**src/rtl/riscv_pkg.sv**
```systemverilog
// riscv_pkg -- shared register-file constants.
// Holds the default data width and register count used by regfile_sb,
// plus the architectural register address type for the default build.
// No ports.
package riscv_pkg;

    localparam int XLEN_DEFAULT  = 32;
    localparam int NREGS_DEFAULT = 32;
    localparam int AW_DEFAULT    = $clog2(NREGS_DEFAULT);

    typedef logic [AW_DEFAULT-1:0] reg_addr_t;

endpackage

```
**src/rtl/regfile_scoreboard.sv**
```systemverilog
// regfile_scoreboard -- one pending-producer bit per architectural register.
//   clk, reset (async, active-low)
//   iss_en/iss_addr : issue marks the destination as pending
//   wr_en/wr_addr   : writeback clears the pending bit
//   busy_vec        : registered pending bits, bit r = register r
// Register 0 is never pending.
module regfile_scoreboard #(
    parameter int NREGS = 32,
    localparam int AW   = $clog2(NREGS)
) (
    input  logic             clk,
    input  logic             reset,
    input  logic             iss_en,
    input  logic [AW-1:0]    iss_addr,
    input  logic             wr_en,
    input  logic [AW-1:0]    wr_addr,
    output logic [NREGS-1:0] busy_vec
);

    logic [NREGS-1:0] busy_q;
    logic [NREGS-1:0] busy_d;

    // Clear first, then set: an issue and a writeback to the same register
    // on one edge leaves it pending, because the issue is the newer producer.
    always_comb begin
        busy_d = busy_q;
        if (wr_en) begin
            busy_d[wr_addr] = 1'b0;
        end
        if (iss_en && (iss_addr != '0)) begin
            busy_d[iss_addr] = 1'b1;
        end
        busy_d[0] = 1'b0;
    end

    always_ff @(posedge clk or negedge reset) begin
        if (!reset) begin
            busy_q <= '0;
        end else begin
            busy_q <= busy_d;
        end
    end

    assign busy_vec = busy_q;

endmodule

```
**src/rtl/regfile_sb.sv**
```systemverilog
// regfile_sb -- multi-port register file with a pending-producer scoreboard.
//   clk, reset (async, active-low: clears data and busy bits)
//   rd_addr/rd_data/rd_busy : NREAD combinational read ports, packed
//   wr_en/wr_addr/wr_data   : writeback, written on the rising edge
//   iss_en/iss_addr         : issue, marks destination pending
//   busy_vec                : per-register pending bits
// Register 0 reads zero, ignores writes and is never busy.
// Optional macro REGFILE_BYPASS_EN: a writeback forwards its data (and a
// cleared busy bit) to matching read ports in the same cycle.
module regfile_sb
    import riscv_pkg::*;
#(
    parameter int XLEN  = XLEN_DEFAULT,
    parameter int NREGS = NREGS_DEFAULT,
    parameter int NREAD = 2,
    localparam int AW   = $clog2(NREGS)
) (
    input  logic                  clk,
    input  logic                  reset,
    input  logic [NREAD*AW-1:0]   rd_addr,
    output logic [NREAD*XLEN-1:0] rd_data,
    output logic [NREAD-1:0]      rd_busy,
    input  logic                  wr_en,
    input  logic [AW-1:0]         wr_addr,
    input  logic [XLEN-1:0]       wr_data,
    input  logic                  iss_en,
    input  logic [AW-1:0]         iss_addr,
    output logic [NREGS-1:0]      busy_vec
);

    logic [XLEN-1:0] regs_q [NREGS];
    logic [XLEN-1:0] regs_d [NREGS];

    always_comb begin
        regs_d = regs_q;
        if (wr_en && (wr_addr != '0)) begin
            regs_d[wr_addr] = wr_data;
        end
    end

    always_ff @(posedge clk or negedge reset) begin
        if (!reset) begin
            for (int r = 0; r < NREGS; r++) begin
                regs_q[r] <= '0;
            end
        end else begin
            regs_q <= regs_d;
        end
    end

    regfile_scoreboard #(
        .NREGS (NREGS)
    ) u_scoreboard (
        .clk      (clk),
        .reset    (reset),
        .iss_en   (iss_en),
        .iss_addr (iss_addr),
        .wr_en    (wr_en),
        .wr_addr  (wr_addr),
        .busy_vec (busy_vec)
    );

    for (genvar i = 0; i < NREAD; i++) begin : g_rd
        logic [AW-1:0]   addr;
        logic [XLEN-1:0] data;
        logic            busy;

        assign addr = rd_addr[i*AW +: AW];

        always_comb begin
            data = regs_q[addr];
            busy = busy_vec[addr];
`ifdef REGFILE_BYPASS_EN
            if (wr_en && (wr_addr != '0) && (wr_addr == addr)) begin
                data = wr_data;
                busy = 1'b0;
            end
`endif
            // r0 is hardwired regardless of array contents.
            if (addr == '0) begin
                data = '0;
                busy = 1'b0;
            end
        end

        assign rd_data[i*XLEN +: XLEN] = data;
        assign rd_busy[i]              = busy;
    end

endmodule

```
**config.mk**
```make
export PLATFORM = sky130hd
export DESIGN_NAME = regfile_sb
export DESIGN_NICKNAME = d
export VERILOG_FILES = /design/src/rtl/riscv_pkg.sv /design/src/rtl/regfile_scoreboard.sv /design/src/rtl/regfile_sb.sv
export SDC_FILE = /design/constraint.sdc
export NUM_CORES = 2
export LEC_CHECK = 0
export ABC_AREA = 1
export CAP_MARGIN = 0
export CORE_MARGIN = 2
export CORE_UTILIZATION = 63
export CTS_CLUSTER_SIZE = 16
export DETAILED_ROUTE_END_ITERATION = 6
export PLACE_DENSITY = 0.88
export SLEW_MARGIN = 15
export SYNTH_ARGS = -nofsm -noshare
export SYNTH_HDL_FRONTEND = slang
export SYNTH_SLANG_ARGS = --single-unit
```
**constraint.sdc**
```tcl
create_clock -name clk -period 2.4 [get_ports clk]
set_clock_uncertainty 0.15 [all_clocks]
set_input_delay 0.48 -clock clk [delete_from_list [all_inputs] [get_ports clk]]
set_output_delay 0.48 -clock clk [all_outputs]
set_load 0.01 [all_outputs]
```
==> metrics, run 1 <==
status aborted with a tool error; failing step global routing; tool error [ERROR GRT-0232] Routing congestion too high. Check the congestion heatmap in the GUI.; leading post-synthesis cells by cell area dfrtp_1, nand2_1, nand3_1, o21ai_0, a21oi_1; Post-synth EDFFs 0; sequential area share after synthesis 44.7%; Synth Register Bits 1055; Avg Cell Area, Syn 6.88 sq um; CTS Buf Count 110; # IOs 154; row cnt 112; top cell type's share of synthesized area 44.7%; cell taking the most area after synthesis dfrtp_1; worst_ep grt rd_data[56]; CTS Sinks 1055; IO buf count 152; Synth Warn # 0; initial core utilization 63.5%; Post-Place Setup Slack -822 ps; Final GP Congestion 0.998; largest net degree at the start of global routing 81; DP Wirelength 148 mm; H-tree Lvls 3; GRT Resource Usage Total 87.5%; DIE HEIGHT 310 um; post-synthesis mux area share 0%; main combinational cell family by area after synthesis simple AND/OR/NAND/NOR gates; Post-Synth Simple-Gate Area 36.4%; post-synthesis async set-or-reset flop share 100%; Post-Synth XOR/XNOR Area 0%; top_reg_cell synth dfrtp_1; count of cell types in the netlist 24; Commonest cells post-synth nand2_1, nand3_1, dfrtp_1; GRT overflow 797; Synth Area in Adders 0%; Root Driver clkbuf_16; die width 310 um; complex-gate fraction of the synthesized area 11.4%; count leader, synth nand2_1; post-synth net total 8633; clock tree buffer depth 3; Mapped Area 59000 sq um; Worst EP Category top-level output; cell count after synthesis 8577
-- cell families after synthesis --
kind of cell | count (synthesis)
other | 1
buffers and inverters | 967
flip-flops | 1055
AND/OR/NAND/NOR | 5213
AO/OA/AOI/OAI | 1341
-- what timing repair did --
| action | 4_1_cts |
|---|---|
| endpoints found under the hold margin | 235 |
| buffers inserted | 118 |
| resized for setup | 814 |
| endpoints found under the setup margin | 66 |
| gates cloned | 49 |
| hold buffers | 1 |
| pin swaps | 288 |
-- through the flow --
step / setup TNS [ps] / std cells / cell area, sq um / hold WS, ps
floorplan: 0 / 8577 / 59000 / 34.4
global placement: -76590 / 9864 / 66200 / 237
detailed placement: -130370 / 9864 / 66200 / 239
CTS: -11940 / 10200 / 73900 / 143
-- per-layer routing --
| layer | GRT overflow | global-route usage, % |
|---|---|---|
| met5 | 17 | 78.3 |
| met4 | 242 | 86.1 |
| met3 | 116 | 84.1 |
| met2 | 322 | 94.3 |
| met1 | 100 | 85.3 |
==> inputs of run 2 (changes only) <==
--- a/config.mk
+++ b/config.mk
@@ -8,10 +8,9 @@
 export ABC_AREA = 1
 export CAP_MARGIN = 0
 export CORE_MARGIN = 2
-export CORE_UTILIZATION = 63
-export CTS_CLUSTER_SIZE = 16
+export CORE_UTILIZATION = 40
 export DETAILED_ROUTE_END_ITERATION = 6
-export PLACE_DENSITY = 0.88
+export PLACE_DENSITY_LB_ADDON = 0.15
 export SLEW_MARGIN = 15
 export SYNTH_ARGS = -nofsm -noshare
 export SYNTH_HDL_FRONTEND = slang
==> run 2 against run 1 <==
  * The flow now finishes, with violations (setup timing)
  * Synthesized cell count unchanged
  * Synthesized area stayed put
==> metrics, run 2 <==
fmax 354 MHz; combinational power share 24.6%; initial antenna violation count 4; drt total wl 265 mm; core area 146000 sq um; Antenna Nets Post-Route 0; Slew Limit Headroom 58.9%; vias per cell 5.80; clk_lat worst skew 750 ps; global-route wire length before repair 386 mm; Critical Path Sink Type output pin; cell taking the most area after synthesis dfrtp_1 (unchanged); top_reg_cell synth dfrtp_1 (unchanged); GRT Resource Usage Total 33.6%; DR iter-0 viols 8561; most flop-heavy register regs_q; count leader, synth nand2_1 (unchanged); CTS Buf Count 121 (was 110); clock tree buffer depth 3 (unchanged); count of cell types in the netlist 24 (unchanged); final net count 9048; P_int 39.8 mW; initial core utilization 40.4% (was 63.5%); sequential area share after synthesis 44.7% (unchanged); peak supply drop 0.681 mV; # IOs 154 (unchanged); Post-synth EDFFs 0 (unchanged); area growth from synthesis to layout 31.8%; Die ar. 151000 sq um; most frequent cells in the layout nand2_1, nand3_1, dfrtp_1; H-tree Lvls 3 (unchanged); RSZ-0062 raised after global routing yes; post-synth net total 8633 (unchanged); Final GP Congestion 0.943 (was 0.998); RR Startpoint regs_q[833]$_DFFE_PN0P_; power after layout 58.9 mW; Synth Register Bits 1055 (unchanged); Commonest cells post-synth nand2_1, nand3_1, dfrtp_1 (unchanged); internal reg-to-reg setup slack 1320 ps; CP Data Arrival Time 2190 ps; Final TNS setup -16410 ps; worst r2r dst regs_q[833]$_DFFE_PN0P_; row cnt 140 (was 112); max cap viols 0; DIE HEIGHT 388 um (was 310 um); violated checks setup timing; GRT overflow 0; Mapped Area 59000 sq um (unchanged); CTS Sinks 1055 (unchanged); minimum clock period 2820 ps; Root Driver clkbuf_16 (unchanged); share of power burned in registers 41.1%; Setup violations, final 66; die width 388 um (was 310 um); Setup CP Type reg -> out; max reg flops 1024; share of layout cells above drive strength 1 20.5%; Slew Viols, Final 0; startpoint types flop; Critical Path RT 1770 ps; status complete, but fails checks (was aborted with a tool error); Synth Warn # 0 (unchanged); post-route clock period utilization 118%; Net Sw Frac 32.5%; Clk pwr share 34.3%; DP Wirelength 164 mm (was 148 mm); via count 63900; Psw 19.2 mW; worst slew pin tran 616 ps; largest net degree at the start of global routing 101; mean routed wirelength per cell 24.0 um; Leak Pwr 36.4 nW; drt pass-1 iters 6; Clock transition at path regs 70 ps; cell count after synthesis 8577 (unchanged); pwr dens 758 nW/um^2; CTS tree done; Avg Cell Area, Syn 6.88 sq um (unchanged); leading post-synthesis cells by cell area dfrtp_1, nand2_1, nand3_1, o21ai_0, a21oi_1 (unchanged); final worst setup slack -423 ps; top cell type's share of synthesized area 44.7% (unchanged); IO buf count 152 (unchanged); Fin. Hold Viols 0; worst hold path class in -> async; post-synthesis async set-or-reset flop share 100% (unchanged); vias in the first global route 58900; DRC viols 0; r2r worst-path depth 4; most common cell after layout, fill and taps aside nand2_1; CP Max Fanout 3
==> run 2: critical path, cell delays in order, from the launching register on <==
cell,delay (ps)
dfrtp_1,430
a21oi_2,130
o21ai_1,100
a21oi_2,290
nor2_2,60
nor2_2,170
nor2_2,80
buf_2,150
==> run 2: cell families (layout without fill, tap and decap cells) <==
logic type / count (synthesis) / in the layout / synth area share, %
AOI/OAI and AO/OA: 1341 / 1341 / 11.4
buffers and inverters: 967 / 1486 / 7.43
DFF: 1055 / 1055 / 44.7
other: 1 / 2 / 0.00635
and+or+nand+nor: 5213 / 5213 / 36.4
==> run 2: metal layers <==
metal,global-route usage [%],share of wire [%]
met5,0,0.0049
met4,13.8,4.7
met3,6.93,11
met2,50.4,43
met1,47.1,41
==> run 2: layout make-up <==
type,instances,area [sq um]
clock inverter,45,684
clock buffer,182,3630
antenna,1,2.50
fill,14000,68300
multi-input combinational,6555,30700
timing repair buffer,1081,13100
tap,1917,2400
sequential,1055,26400
inverter,178,797
==> run 2: power by group through the flow <==
stage	registers, mW	logic [mW]	clock network [mW]
6_report	24.2	14.5	20.2
5_1_grt	24.5	16.1	21.1
4_1_cts	24.0	13.3	20.4
3_5_place_dp	24.3	12.4	0
3_3_place_gp	24.3	12.1	0
2_1_floorplan	23.6	7.64	0
==> run 2: how the worst max path moves through the flow <==
| stage | slack [ps] | endpoint | start | depth (start not counted) |
|---|---|---|---|---|
| CTS | -410 | rd_data[25] | regs_q[793]$_DFFE_PN0P_ | 8 |
| floorplan | 130 | rd_busy[0] | rd_addr[0] | 12 |
| global route | -460 | rd_data[33] | regs_q[833]$_DFFE_PN0P_ | 7 |
| global placement | -950 | rd_data[21] | rd_addr[1] | 11 |
| finish | -420 | rd_data[1] | regs_q[769]$_DFFE_PN0P_ | 7 |
| detailed placement | -900 | rd_data[21] | rd_addr[1] | 11 |
==> run 2: what timing repair did <==
action                     4_1_cts  5_1_grt
setup endpoints to repair       92       66
hold endpoints to repair       476        0
pin swaps                      332      436
setup buffers                   92       78
cloned                          16       32
resized for setup              772      489
hold buffers                     1        0
==> run 2: per-stage QoR <==
stage	hold WS (ps)	setup slack, ps	std cells	cell area, sq um	utilization [%]
detailed placement	242	-898	10600	67800	46.4
floorplan	34.4	126	8577	59000	-
finish	86.9	-423	11000	77800	53.3
global placement	237	-947	10600	67800	46.4
CTS	61.6	-415	10900	74600	51.1
global route	92.3	-463	11000	77800	53.2
Power figures use the tool's default switching activity.
